<file path="config.mk">
export PLATFORM = sky130hd
export DESIGN_NAME = inst_format_issuer
export DESIGN_NICKNAME = d
export VERILOG_FILES = /design/src/rtl/decode_pkg.sv /design/src/rtl/issue_fifo.sv /design/src/rtl/inst_format_issuer.sv
export SDC_FILE = /design/constraint.sdc
export NUM_CORES = 1
export LEC_CHECK = 0
export CAP_MARGIN = 40
export CORE_MARGIN = 2
export CORE_UTILIZATION = 55
export CTS_CLUSTER_SIZE = 10
export DETAILED_ROUTE_END_ITERATION = 10
export PLACE_DENSITY = 0.82
export SLEW_MARGIN = 20
export SYNTH_ARGS = -nofsm -noshare
export SYNTH_HDL_FRONTEND = slang
export SYNTH_HIERARCHICAL = 1
export SYNTH_SLANG_ARGS = --single-unit
</file>
<file path="constraint.sdc">
create_clock -name clock_i -period 12 [get_ports clock_i]
set_clock_uncertainty 0.05 [all_clocks]
set_input_delay 1.8 -clock clock_i [delete_from_list [all_inputs] [get_ports clock_i]]
set_output_delay 1.8 -clock clock_i [all_outputs]
set_load 0.05 [all_outputs]
</file>
<file path="src/rtl/decode_pkg.sv">
// Shared decode definitions: one-hot instruction formats, execution unit IDs,
// primary opcodes and the primary-opcode -> format classifier.
package decode_pkg;

    localparam int FMT_W = 26;

    typedef logic [FMT_W-1:0] fmt_t;

    localparam fmt_t FMT_NONE = '0;
    localparam fmt_t FMT_I    = fmt_t'(1) << 0;
    localparam fmt_t FMT_B    = fmt_t'(1) << 1;
    localparam fmt_t FMT_SC   = fmt_t'(1) << 2;
    localparam fmt_t FMT_D    = fmt_t'(1) << 3;
    localparam fmt_t FMT_DS   = fmt_t'(1) << 4;
    localparam fmt_t FMT_DQ   = fmt_t'(1) << 5;
    localparam fmt_t FMT_DX   = fmt_t'(1) << 6;
    localparam fmt_t FMT_X    = fmt_t'(1) << 7;
    localparam fmt_t FMT_XL   = fmt_t'(1) << 8;
    localparam fmt_t FMT_XFX  = fmt_t'(1) << 9;
    localparam fmt_t FMT_XFL  = fmt_t'(1) << 10;
    localparam fmt_t FMT_XX1  = fmt_t'(1) << 11;
    localparam fmt_t FMT_XX2  = fmt_t'(1) << 12;
    localparam fmt_t FMT_XX3  = fmt_t'(1) << 13;
    localparam fmt_t FMT_XX4  = fmt_t'(1) << 14;
    localparam fmt_t FMT_XS   = fmt_t'(1) << 15;
    localparam fmt_t FMT_XO   = fmt_t'(1) << 16;
    localparam fmt_t FMT_A    = fmt_t'(1) << 17;
    localparam fmt_t FMT_M    = fmt_t'(1) << 18;
    localparam fmt_t FMT_MD   = fmt_t'(1) << 19;
    localparam fmt_t FMT_MDS  = fmt_t'(1) << 20;
    localparam fmt_t FMT_VA   = fmt_t'(1) << 21;
    localparam fmt_t FMT_VC   = fmt_t'(1) << 22;
    localparam fmt_t FMT_VX   = fmt_t'(1) << 23;
    localparam fmt_t FMT_EVX  = fmt_t'(1) << 24;
    localparam fmt_t FMT_Z23  = fmt_t'(1) << 25;

    typedef enum logic [2:0] {
        UNIT_FX     = 3'd0,
        UNIT_FP     = 3'd1,
        UNIT_VX     = 3'd2,
        UNIT_CR     = 3'd3,
        UNIT_LS     = 3'd4,
        UNIT_BRANCH = 3'd5
    } unit_e;

    localparam logic [5:0] OP_ILLEGAL = 6'd0;
    localparam logic [5:0] OP_VX      = 6'd4;
    localparam logic [5:0] OP_BC      = 6'd16;
    localparam logic [5:0] OP_SC      = 6'd17;
    localparam logic [5:0] OP_B       = 6'd18;
    localparam logic [5:0] OP_XL      = 6'd19;
    localparam logic [5:0] OP_RLWIMI  = 6'd20;
    localparam logic [5:0] OP_RLWINM  = 6'd21;
    localparam logic [5:0] OP_RLMI    = 6'd22;
    localparam logic [5:0] OP_RLWNM   = 6'd23;
    localparam logic [5:0] OP_MD      = 6'd30;
    localparam logic [5:0] OP_X31     = 6'd31;
    localparam logic [5:0] OP_DS58    = 6'd58;
    localparam logic [5:0] OP_FP59    = 6'd59;
    localparam logic [5:0] OP_DS62    = 6'd62;
    localparam logic [5:0] OP_FP63    = 6'd63;

    localparam logic [4:0] XO_ISEL  = 5'd15;
    localparam logic [4:0] XO_A_MIN = 5'd18;

    // Bit 0 of the POWER word is our bit 31, so instruction[0:5] is [31:26]
    // and instruction[26:30] is [5:1].
    function automatic fmt_t formatOf(input logic [31:0] instruction);
        logic [5:0] op;
        logic [4:0] xo;
        op = instruction[31:26];
        xo = instruction[5:1];
        case (op)
            OP_ILLEGAL:                               formatOf = FMT_NONE;
            OP_VX:                                    formatOf = FMT_VX;
            OP_BC:                                    formatOf = FMT_B;
            OP_SC:                                    formatOf = FMT_SC;
            OP_B:                                     formatOf = FMT_I;
            OP_XL:                                    formatOf = FMT_XL;
            OP_RLWIMI, OP_RLWINM, OP_RLMI, OP_RLWNM:  formatOf = FMT_M;
            OP_MD:                                    formatOf = FMT_MD;
            OP_DS58, OP_DS62:                         formatOf = FMT_DS;
            OP_X31:            formatOf = (xo == XO_ISEL)  ? FMT_A : FMT_X;
            OP_FP59, OP_FP63:  formatOf = (xo >= XO_A_MIN) ? FMT_A : FMT_X;
            default:                                  formatOf = FMT_D;
        endcase
    endfunction

endpackage

</file>
<file path="src/rtl/issue_fifo.sv">
// Generic synchronous FIFO with show-ahead head output; full is registered
// from the next-state occupancy so it can drive an upstream stall directly.
module issue_fifo #(
    parameter int WIDTH = 8,
    parameter int DEPTH = 4
) (
    input  logic             clock_i,
    input  logic             reset_i,
    input  logic             clear_i,
    input  logic             push_i,
    input  logic             pop_i,
    input  logic [WIDTH-1:0] data_i,
    output logic [WIDTH-1:0] data_o,
    output logic             full_o,
    output logic             empty_o
);
    localparam int PW = $clog2(DEPTH);
    localparam logic [PW:0] DEPTH_C = (PW+1)'(DEPTH);

    logic [WIDTH-1:0] mem_q [DEPTH];
    logic [PW-1:0]    wr_ptr_q;
    logic [PW-1:0]    rd_ptr_q;
    logic [PW:0]      count_q;
    logic [PW:0]      count_d;
    logic             full_q;
    logic             do_push;
    logic             do_pop;

    assign do_pop  = pop_i && (count_q != '0);
    assign do_push = push_i && ((count_q != DEPTH_C) || do_pop);

    always_comb begin
        count_d = count_q;
        if (clear_i) begin
            count_d = '0;
        end else begin
            count_d = count_q + (PW+1)'(do_push) - (PW+1)'(do_pop);
        end
    end

    always_ff @(posedge clock_i) begin
        if (!reset_i) begin
            wr_ptr_q <= '0;
            rd_ptr_q <= '0;
            count_q  <= '0;
            full_q   <= 1'b0;
        end else begin
            count_q <= count_d;
            full_q  <= (count_d == DEPTH_C);
            if (clear_i) begin
                wr_ptr_q <= '0;
                rd_ptr_q <= '0;
            end else begin
                if (do_push) wr_ptr_q <= wr_ptr_q + 1'b1;
                if (do_pop)  rd_ptr_q <= rd_ptr_q + 1'b1;
            end
        end
    end

    // Storage carries no reset so it can map onto distributed RAM.
    always_ff @(posedge clock_i) begin
        if (do_push && !clear_i) mem_q[wr_ptr_q] <= data_i;
    end

    assign data_o  = mem_q[rd_ptr_q];
    assign full_o  = full_q;
    assign empty_o = (count_q == '0);

endmodule

</file>
<file path="src/rtl/inst_format_issuer.sv">
// Issue stage: classifies fetched words, tags them with a major ID, buffers
// them and drives the decoder bundle. INST_FORMAT_ISSUER_ILLEGAL_EN adds illegalOpcode_o.
module inst_format_issuer
    import decode_pkg::*;
#(
    parameter int addressWidth            = 64,
    parameter int instructionWidth        = 32,
    parameter int PidSize                 = 20,
    parameter int TidSize                 = 16,
    parameter int instructionCounterWidth = 64,
    parameter int PrimOpcodeSize          = 6,
    parameter int fifoDepth               = 4
) (
    input  logic                               clock_i,
    input  logic                               reset_i,
    input  logic                               enable_i,
    input  logic [instructionWidth-1:0]        instruction_i,
    input  logic [addressWidth-1:0]            instructionAddress_i,
    input  logic                               is64Bit_i,
    input  logic [PidSize-1:0]                 instructionPid_i,
    input  logic [TidSize-1:0]                 instructionTid_i,
    input  logic                               flush_i,
    input  logic                               stall_i,
    output logic                               stall_o,
    output logic                               enable_o,
    output logic [FMT_W-1:0]                   instFormat_o,
    output logic [PrimOpcodeSize-1:0]          instructionOpcode_o,
    output logic [instructionWidth-1:0]        instruction_o,
    output logic [addressWidth-1:0]            instructionAddress_o,
    output logic                               is64Bit_o,
    output logic [PidSize-1:0]                 instructionPid_o,
    output logic [TidSize-1:0]                 instructionTid_o,
    output logic [instructionCounterWidth-1:0] instructionMajId_o
`ifdef INST_FORMAT_ISSUER_ILLEGAL_EN
    ,
    output logic                               illegalOpcode_o
`endif
);
    typedef struct packed {
        logic [FMT_W-1:0]                   fmt;
        logic [instructionWidth-1:0]        instr;
        logic [addressWidth-1:0]            addr;
        logic                               is64;
        logic [PidSize-1:0]                 pid;
        logic [TidSize-1:0]                 tid;
        logic [instructionCounterWidth-1:0] maj_id;
    } entry_t;

    logic [instructionCounterWidth-1:0] maj_id_q;
    entry_t     out_q;
    logic       out_valid_q;
    entry_t     entry_in;
    entry_t     fifo_head;
    fmt_t       fmt_in;
    logic       accept;
    logic       load_ok;
    logic       bypass;
    logic       fifo_push;
    logic       fifo_pop;
    logic       fifo_full;
    logic       fifo_empty;

    assign fmt_in = formatOf(instruction_i);

`ifdef INST_FORMAT_ISSUER_ILLEGAL_EN
    assign accept = enable_i && !fifo_full && !flush_i;
`else
    // Illegal words are dropped here, before they can consume a major ID.
    assign accept = enable_i && !fifo_full && !flush_i && (fmt_in != FMT_NONE);
`endif

    assign entry_in = '{
        fmt:    fmt_in,
        instr:  instruction_i,
        addr:   instructionAddress_i,
        is64:   is64Bit_i,
        pid:    instructionPid_i,
        tid:    instructionTid_i,
        maj_id: maj_id_q
    };

    assign load_ok   = !out_valid_q || !stall_i;
    assign bypass    = accept && fifo_empty && load_ok;
    assign fifo_push = accept && !bypass;
    assign fifo_pop  = load_ok && !fifo_empty && !flush_i;

    issue_fifo #(
        .WIDTH ($bits(entry_t)),
        .DEPTH (fifoDepth)
    ) u_fifo (
        .clock_i (clock_i),
        .reset_i (reset_i),
        .clear_i (flush_i),
        .push_i  (fifo_push),
        .pop_i   (fifo_pop),
        .data_i  (entry_in),
        .data_o  (fifo_head),
        .full_o  (fifo_full),
        .empty_o (fifo_empty)
    );

    always_ff @(posedge clock_i) begin
        if (!reset_i) begin
            maj_id_q <= '0;
        end else if (accept) begin
            maj_id_q <= maj_id_q + 1'b1;
        end
    end

    always_ff @(posedge clock_i) begin
        if (!reset_i) begin
            out_q       <= '0;
            out_valid_q <= 1'b0;
        end else if (flush_i) begin
            out_valid_q <= 1'b0;
        end else if (load_ok) begin
            if (!fifo_empty) begin
                out_q       <= fifo_head;
                out_valid_q <= 1'b1;
            end else if (accept) begin
                out_q       <= entry_in;
                out_valid_q <= 1'b1;
            end else begin
                out_valid_q <= 1'b0;
            end
        end
    end

    assign stall_o              = fifo_full;
    assign enable_o             = out_valid_q;
    assign instFormat_o         = out_q.fmt;
    assign instructionOpcode_o  = out_q.instr[instructionWidth-1 -: PrimOpcodeSize];
    assign instruction_o        = out_q.instr;
    assign instructionAddress_o = out_q.addr;
    assign is64Bit_o            = out_q.is64;
    assign instructionPid_o     = out_q.pid;
    assign instructionTid_o     = out_q.tid;
    assign instructionMajId_o   = out_q.maj_id;

`ifdef INST_FORMAT_ISSUER_ILLEGAL_EN
    assign illegalOpcode_o = out_valid_q && (out_q.fmt == FMT_NONE);
`endif

endmodule

</file>
==> impl_metrics.toml <==
[logic_synthesis]
synth_edf_count = 892
netlist_instances = 2617
yosysSeqAreaShare_pct = 71.69
ys_seq_elements = 1190
muxShareOfSynthArea_pct = 15.79
synth-compound-area-share_pct = 4.779
yosys.area_share.simple_pct = 4.785
synth_xor_area_share_pct = 0.6135
synthArstFlopShare_pct = 0
synth_area_mm2 = 0.04569
synth_flop_cell = "edfxtp_1"
ys_warn_count = 6
synthAdderAreaFrac_pct = 0.2081
synth_top_family_by_area = "multiplexers"
synth_area_per_cell_um2 = 17.46
ys_types = 58

[layout]
nets = 3201
fin_cells = 4256
fillers = 5196
fin_area_mm2 = 0.05491
fin_util_pct = 66.88
drive_above_1_share_pct = 13.34
area_growth_pct = 20.20

[grt]
grt_use_met3_pct = 4.788
met1_usage_pct = 30.33
grt_max_degree = 221
antenna_found_initial = 16
grt_pass1_vias = 26420
grt_util_all_layers_pct = 23.69
grt-ovfl-total = 0
grt_first_pass_wirelength_um = 155500
busiest_layer = "met2"
gr-usage-met2_pct = 39.77

[placement]
dpl_cell_area_mm2 = 0.05058
pre_cts_slack_ps = 5737
gp_routability_congestion = 0.7839
place_inst = 3978
io_buffers = 368
hpwl_um = 58700

[power]
power_switching_mw = 1.904
power_frac_seq_pct = 51.2
p_sw_share_pct = 21.81
p_comb_share_pct = 4.8
power_mw = 8.731
pwr-share-clk_pct = 43.9
intPower_mw = 6.826
vdd_ir_drop_max_uv = 153.5
p_leak_nw = 18.96
p_per_area_mw_per_mm2 = 159.0

[timing]
setup_tns_ps = 0
drv_slew = 0
setup_violations = 0
fmax_mhz = 179.6
hold_ws_ps = 445.9
fin_crit_ps = 5568
worst_slack_ps = 6432
fin_crit_sh_pct = 46.40
rsz0062_at_grt = "no"
tightest_slew_ps = 1338
hold_viol = 0
relSlewSlack_pct = 10.78

[route]
vias_per_cell = 6.000
wl_per_cell_um = 23.81
routed_wl_um = 101300
drc = 0
dr.pass1.iters = 5
dr.first_iter.drc_count = 2019
antenna_left = 0
vias = 25537

[clocking]
h-tree-depth = 4
clk_latency_ps = 730
cts-hold-fix-buffers = 0
cts_setup_buffers = 0
cts_tree = "yes"
cts_buffers = 138
cts_max_path_buffers = 3
clkTransAtPathRegs_ps = 50
clkSinkCount = 1190
cts_resized = 0
cts_root_buf = "clkbuf_16"

[floorplanning]
die_w_um = 292.2
design.core.area_mm2 = 0.08211
start_util_pct = 55.64
row_count = 105
dieArea_mm2 = 0.08538
num_io_pins = 369
fp.dieH_um = 292.2

[worst_setup_path]
path_class = "in2reg"
startpoint_type = "input port"
crit_arrival_ps = 5840
rr_worst_depth = 8
worstPathRequired_ps = 12280
worst_setup_path_end_kind = "register"
cp_max_fo = 124

[job]
cap_violations = 0

[status]
status = "completed"

[worst_hold_path]
min_path_type = "reg2reg"
min_path_cells = 2
-- metal layers --
layer,vias to the layer above,wire length (um)
li1,11302,-
met1,13038,39730
met2,1008,51550
met3,185,6849
met4,4,3154
met5,-,30
-- flip-flops by register name, indices dropped and copies added, names as in the netlist, named ones only --
name and cells:
instruction_o 32, u_fifo/full_o 1, instructionMajId_o 64, is64Bit_o 1, u_fifo/rd_ptr_q 2, instFormat_o 26, u_fifo/mem_q 892, instructionTid_o 16
maj_id_q 64, u_fifo/count_q 3, instructionPid_o 20, instructionAddress_o 64, u_fifo/wr_ptr_q 2, enable_o 1
-- worst max-delay path, cell delays in order --
cell             delay, ps
clkdlybuf4s50_1        790
nor3_1                 270
a21o_1                 220
buf_4                  190
a21oi_1                400
inv_1                  130
nor3_1                 430
and2_4                 670
buf_12                 530
-- cell usage after synthesis, types with 24 or more instances --
cell type	instances	area, um2
mux2i_1	210	2102
nand3_1	25	125.1
edfxtp_1	892	26790
a211oi_1	204	1531
nand4_1	26	162.7
clkbuf_1	84	315.3
dfxtp_1	298	5966
o21ai_0	24	120.1
buf_2	56	280.3
nor2_1	263	987.2
nand2_1	40	150.1
a21oi_1	36	180.2
mux4_2	199	4482
mux4_1	24	630.6
-- cell type report --
cell class | instances | area [um2] | share of cell area [%]
clock inverters | 14 | 198.9 | 0.3623
flip-flops and latches | 1190 | 32760 | 59.66
well taps | 1070 | 1339 | 2.438
repair buffers | 413 | 4360 | 7.940
clock buffers | 241 | 3945 | 7.184
multi-input cells | 1298 | 12210 | 22.24
inverters | 15 | 63.81 | 0.1162
diodes | 15 | 37.54 | 0.06835
-- logic make-up after synthesis --
logic type	Yosys count
flops	1190
simple gates	456
mux	433
compound gates	310
buf+inv	188
xor+xnor	32
fa+ha+maj	7
other cells	1
-- final timing paths --
kind	from	end	slack, ps
worst max-delay path	instruction_i[31]	u_fifo/mem_q[2][212]	6430
worst min-delay path	instructionAddress_o[32]	instructionAddress_o[32]	450
worst max register to register	u_fifo/full_o	u_fifo/mem_q[2][212]	7820
worst min register to register	instructionAddress_o[32]	instructionAddress_o[32]	450
-- cell usage in the layout, fill, tap and decap left out, drive strengths merged, types with 40 or more instances in the layout --
| cell type | netlist | final |
|---|---|---|
| a211oi | 204 | 204 |
| buf | 89 | 45 |
| clkbuf | 84 | 241 |
| clkdlybuf4s50 | 0 | 368 |
| conb | 1 | 60 |
| dfxtp | 298 | 298 |
| edfxtp | 892 | 892 |
| mux2i | 210 | 210 |
| mux4 | 223 | 223 |
| nand2 | 40 | 40 |
| nor2 | 263 | 263 |
-- power by group through the flow --
| stage | clock network [mW] | logic (mW) | registers (mW) |
|---|---|---|---|
| 2_1_floorplan | 0 | 0.107 | 4.68 |
| 4_1_cts | 3.90 | 0.418 | 4.47 |
| 6_report | 3.84 | 0.420 | 4.47 |
| 5_1_grt | 4.07 | 0.443 | 4.47 |
| 3_5_place_dp | 0 | 0.415 | 4.56 |
| 3_3_place_gp | 0 | 0.404 | 4.56 |
No activity file was read; power rests on OpenSTA's default activity.
